### config.mk
export PLATFORM = sky130hd
export DESIGN_NAME = rrf_flag_retsel
export DESIGN_NICKNAME = d
export VERILOG_FILES = /design/src/rtl/rrf_flag_retsel.sv
export SDC_FILE = /design/constraint.sdc
export NUM_CORES = 1
export LEC_CHECK = 0
export ABC_AREA = 1
export BUFFER_PORTS_ARGS = -buffer_cell sky130_fd_sc_hd__buf_2
export CAP_MARGIN = 20
export CORE_MARGIN = 2
export CORE_UTILIZATION = 50
export CTS_BUF_LIST = sky130_fd_sc_hd__clkbuf_16
export DETAILED_ROUTE_END_ITERATION = 6
export PLACE_DENSITY_LB_ADDON = 0.2
export SYNTH_ARGS = -nofsm -noshare
export SYNTH_HDL_FRONTEND = slang
export SYNTH_SLANG_ARGS = --single-unit
### constraint.sdc
create_clock -name clk -period 3.5 [get_ports clk]
set_input_delay 0.7 -clock clk [delete_from_list [all_inputs] [get_ports clk]]
set_output_delay 0.7 -clock clk [all_outputs]
set_load 0.005 [all_outputs]
### src/rtl/rrf_flag_retsel.sv
// rrf_flag_retsel
//   Retire-side front end of the architectural flag register. Picks the
//   youngest committing flag writer out of a retire bundle and delivers it
//   two cycles later on a single registered write port. A per-thread shadow
//   of committed flags, plus bypass from the two in-flight stages, gives
//   readers the newest value at all times.
//
// Ports
//   clk, rst          clock, synchronous active-high reset
//   ret_en            retire bundle valid this cycle
//   ret_thread        thread of the bundle
//   ret_slot_valid    per-slot retiring instruction (slot 0 oldest)
//   ret_slot_fwen     per-slot flag write enable
//   ret_slot_excpt    per-slot exception
//   ret_slot_flags    packed per-slot flags, slot i at [i*DATA_WIDTH +: DATA_WIDTH]
//   flush             cancels the incoming bundle and stage S1
//   write0_data       flag write data (holds when write0_wen=0)
//   write0_wen        flag write enable, one cycle per captured bundle
//   write_thread      thread of the write (holds when write0_wen=0)
//   fwd_thread        thread whose flags are forwarded
//   fwd_flags         newest in-flight or committed flags of fwd_thread
//   pend              a write is in flight in S1 or S2
//   wr_count          saturating flag-write count of fwd_thread
module rrf_flag_retsel #(
  parameter int NSLOT      = 9,
  parameter int DATA_WIDTH = 6,
  parameter int CNT_W      = 16
) (
  input  logic                        clk,
  input  logic                        rst,
  input  logic                        ret_en,
  input  logic                        ret_thread,
  input  logic [NSLOT-1:0]            ret_slot_valid,
  input  logic [NSLOT-1:0]            ret_slot_fwen,
  input  logic [NSLOT-1:0]            ret_slot_excpt,
  input  logic [NSLOT*DATA_WIDTH-1:0] ret_slot_flags,
  input  logic                        flush,
  output logic [DATA_WIDTH-1:0]       write0_data,
  output logic                        write0_wen,
  output logic                        write_thread,
  input  logic                        fwd_thread,
  output logic [DATA_WIDTH-1:0]       fwd_flags,
  output logic                        pend,
  output logic [CNT_W-1:0]            wr_count
);

  logic                  sel_hit;
  logic [DATA_WIDTH-1:0] sel_data;
  logic                  chain_ok;
  logic                  capture;

  logic                  s1_valid;
  logic [DATA_WIDTH-1:0] s1_data;
  logic                  s1_thread;

  logic [DATA_WIDTH-1:0] shadow [2];
  logic [CNT_W-1:0]      cnt    [2];

  // Walk oldest to youngest: an exception stops the commit chain at and
  // beyond its own slot; invalid slots simply do not commit. The last
  // committing writer seen is the youngest one.
  always_comb begin
    sel_hit  = 1'b0;
    sel_data = '0;
    chain_ok = 1'b1;
    for (int unsigned i = 0; i < NSLOT; i++) begin
      if (ret_slot_excpt[i])
        chain_ok = 1'b0;
      if (chain_ok && ret_slot_valid[i] && ret_slot_fwen[i]) begin
        sel_hit  = 1'b1;
        sel_data = ret_slot_flags[i*DATA_WIDTH +: DATA_WIDTH];
      end
    end
  end

  assign capture = ret_en & ~flush & sel_hit;

  always_ff @(posedge clk) begin
    if (rst) begin
      s1_valid     <= 1'b0;
      s1_data      <= '0;
      s1_thread    <= 1'b0;
      write0_wen   <= 1'b0;
      write0_data  <= '0;
      write_thread <= 1'b0;
      for (int unsigned t = 0; t < 2; t++) begin
        shadow[t] <= '0;
        cnt[t]    <= '0;
      end
    end else begin
      s1_valid <= capture;
      if (capture) begin
        s1_data   <= sel_data;
        s1_thread <= ret_thread;
      end

      // Flush cancels S1 but not a write already sitting in S2.
      write0_wen <= s1_valid & ~flush;
      if (s1_valid && !flush) begin
        write0_data  <= s1_data;
        write_thread <= s1_thread;
      end

      if (write0_wen) begin
        shadow[write_thread] <= write0_data;
        if (cnt[write_thread] != '1)
          cnt[write_thread] <= cnt[write_thread] + 1'b1;
      end
    end
  end

  always_comb begin
    fwd_flags = shadow[fwd_thread];
    if (s1_valid && (s1_thread == fwd_thread))
      fwd_flags = s1_data;
    else if (write0_wen && (write_thread == fwd_thread))
      fwd_flags = write0_data;
  end

  assign pend     = s1_valid | write0_wen;
  assign wr_count = cnt[fwd_thread];

endmodule

# ---- Word level (Yosys, flattened, before mapping)
# Memory sizes are Yosys's and may differ from the RTL's. A register that Yosys moved wholly into a read port is not among the register bits.
# Cells that the tools add are included.
dict set report totals {
  in_bits 87
  out_inout_bits 31
  n_memories 2
  mem_bits_rw 44
  word_cells 87
  register_bits 16
}
# memory depth word_bits rd rd_ports_with_merged_regs wr line
set memory_table {}
lappend memory_table {cnt 2 16 2 1 2 57} ;# logic [CNT_W-1:0] cnt [2];
lappend memory_table {shadow 2 6 1 0 2 56} ;# logic [DATA_WIDTH-1:0] shadow [2];
dict set report classes {
  n_eq_ne 3
  mux 46
  reduce_logical 24
  n_addsub 1
  bitwise_logic 5
}
# op count
set ops {}
lappend ops {{6-bit 2-to-1 mux} 12}
lappend ops {{1-bit 2-to-1 mux} 33}
lappend ops {{1-bit logical AND} 21}
lappend ops {{16-bit by 1-bit adder with 16-bit output (second input constant)} 1}
lappend ops {{16-bit 2-to-1 mux} 1}
lappend ops {{16-bit inequality test (second input constant)} 1}
lappend ops {{16-bit OR reduction} 1}
lappend ops {{6-bit OR reduction} 1}
lappend ops {{1-bit AND} 3}
lappend ops {{1-bit == test} 2}
lappend ops {{1-bit logical NOT} 1}
lappend ops {{1-bit NOT} 1}
lappend ops {{1-bit bitwise OR} 1}

# ---- Longest topological paths before layout
dict set report logic_depth {
  word_depth 13
  ltp_mapped 16
  ltp_nobuf 14
}

# ---- Least setup slack after synthesis
# OpenSTA, ideal clock, no wires.
dict set report synth_path {
  kind {reg2reg}
  start {register (tool-made name)}
  end {memory cnt[0][0], enable pin}
  path_stages_with_launch 16
  period_less_slack_ps 2635
  setup_ps 372
  slack_ps 865
  required_time_ps 3128
  path_buffers 3
  arrival_time_ps 2263
  cell_sequence {dfxtp_1 > buf_4 > buf_6 > o21ai_1 > inv_1 > ha_1 > inv_1 > nor2_2 > nand3_2 > nor2_4 > nand2_2 > nor2_2 > nand2_2 > nand2_4 > buf_6 > nand2_1}
}
# element line
set synth_lines {}
lappend synth_lines {{to (decl)} 57}

==> out/summary.txt <==
Total grt overflow: 0
H-Tree Depth: 3
Leak: 2.355 nW
Drt total wl: 9.665 mm
Die area: 0.008760 mm2
#FFs+latches synth: 61
Final Hold Fails: 0
Top cells by area, synth: edfxtp_1, nand2_1, nor2_1
CP peak stage delay: 0.50 ns
Drt wl/cell: 12.27 um
Peak VDD IR: 241.2 uV
Synth top area share: 32.92%
EDFF count, synth: 44
Vias in the first global route: 3,759
Final ANT Viol Nets: 0
First-pass GRT wire length: 16.28 mm
CP required: 3.40 ns
Critical path, cell by cell: buf_4 > nand2_1 > o21ai_1 > nand2_1 > nor2_2 > nand3_2 > nor2_4 > nand2_2 > nor2_2 > nand2_2 > nand2_4 > nand2_1
Area grow syn2layout: 22.10%
Top cells by instance count after synthesis: nand2_1, nor2_1, inv_1, edfxtp_1, a21oi_1
Mean post-synth cell area: 7.079 um2
Max-Cap Viols: 0
Proportion of layout cells with a drive suffix above 1: 24.05%
Routability cong.: 0.9471
Cell depth of the worst setup path: 12
RSZ-0062 raised after global routing: no
Die height: 93.60 um
Post-synth ARST share: 0%
Die Wd: 93.60 um
Total iterations of the first detailed-routing run: 4
PwrDens: 361.2 mW/mm2
Synth Instances: 567
Clock skew: 0.009240 ns
Root Driver: clkbuf_16
Final Max Slew Viols: 0
Antenna violations before repair: 0
Avg Vias per Cell: 4.970
Nets: 769
Crit path DAT: 2.90 ns
Endpoints failing setup: 0
Maximum fanout along the worst path: 27
WHS Path Cells: 2
Buf+Inv Stages, Crit Path: 1
GRT Total Usage: 23.48%
Reg2reg path depth: 12
Fmax: 333.2 MHz
Biggest area consumer among synthesized cells: edfxtp_1
Via count: 3,916
Post-CTS sizing: 0
DR iter-0 viols: 185
Period utilization: 85.76%
Most frequent cell after synthesis: nand2_1
CTS tree: done
Critical path class: reg -> reg
Placed cells: 771
Initial core utilization: 51.68%
Slowest CP cell: nand2_1
Post-DP HPWL: 7.495 mm
I/O pins: 118
Clk Latency, worst-skew pair: 0.33 ns
CP most frequent cell: nand2_1
Drc violations: 0
Core Region: 0.007767 mm2
I/O Buffers: 117
Number of CTS-inserted buffers: 9
Register area share after synthesis: 41.40%
Setup Fix Bufs, Post-CTS: 0
Post-CTS Hold Fix Bufs: 0
Critical Path End Type: flop
Min Tclk post-route: 3.001 ns
Worst rel slew slack: 49.26%
Fin cells: 788
Rows: 32
CTS Sinks: 61
Mapped cell area: 0.004014 mm2
Outcome: complete, no violations
Ys Warns: 0
Largest net degree at the start of global routing: 33
Reg2Reg Setup Slack: 0.50 ns
Top delay family on crit path: simple AND/OR/NAND/NOR gates
CTS max path bufs: 2
Hold crit path type: reg -> reg
Synth Net Count: 655
Number of diodes: 0
Ys flop type: edfxtp_1
Worst slew pin tran: 0.7592 ns
Startpoint types: flop
Setup_tns: 0 ns
CTS clk-pin slew, worst paths: 0.05 ns
Yosys cell types: 35
==> power by group <==
part	internal [mW]	switching [mW]
clock network	0.462	0.300
logic	0.0851	0.121
registers	0.794	0.00849
==> sequential cells by signal, summed over array words and instances, names as in the netlist, named ones only <==
register / flops
cnt: 32
s1_data: 6
s1_thread: 1
s1_valid: 1
shadow: 12
write0_data: 6
write0_wen: 1
write_thread: 1
==> stage by stage <==
step / cell area (um2) / setup slack, ns / hold slack [ns] / util, % / power (mW)
detailed placement: 4642 / 0.3466 / 0.4802 / 59.76 / 1.023
global route: 4901 / 0.2220 / 0.5197 / 63.10 / 1.834
finish: 4901 / 0.4985 / 0.4878 / 63.10 / 1.770
CTS: 4896 / 0.3447 / 0.4888 / 63.03 / 1.780
global placement: 4642 / 0.4766 / 0.4764 / 59.76 / 1.020
floorplan: 4014 / 0.8649 / 0.4537 / - / 0.9295
==> area by class of cell <==
class,count,area (um2)
Multi-Input combinational cell,409,1948
Sequential cell,61,1662
Clock inverter,7,28.78
Timing Repair Buffer,121,613.1
Clock buffer,9,225.2
Tap cell,102,127.6
Fill cell,698,2867
Inverter,79,296.5
==> worst min-delay path: stages (launching register included) <==
cell	delay, ns
dfxtp_1	0.32
nand2_1	0.06
a21oi_1	0.06
==> kinds of logic after synthesis <==
kind of cell	Yosys count	share of synthesized area (%)
xor+xnor	14	3.055
simple gates	310	33.57
buf+inv	97	10.07
compound gates	84	11.60
flops	61	41.40
fa+ha+maj	1	0.3117
==> metal layers <==
metal  vias up  track usage (%)  wire length, um
li1       2029                -                -
met1      1740            30.20             4324
met2       134            38.67             4518
met3        13            5.641              661
met4         0            8.333              160
met5         -                0                0
==> final timing paths <==
path              start          to
max                flop   cnt[1][6]
min          s1_data[3]  s1_data[3]
max reg2reg        flop   cnt[1][6]
min reg2reg  s1_data[3]  s1_data[3]
==> cells in the final DEF (no fill, tap or decap), types with 9 or more instances in the layout <==
cell type  instances
dfxtp_1           17
nand2_1          130
nand3_1           21
o21ai_0           15
a21oi_1           40
o21ai_1           13
clkbuf_16          9
buf_2            118
nor2_1           122
inv_1             77
edfxtp_1          44
Note: power is estimated with default switching activity, not from simulation.
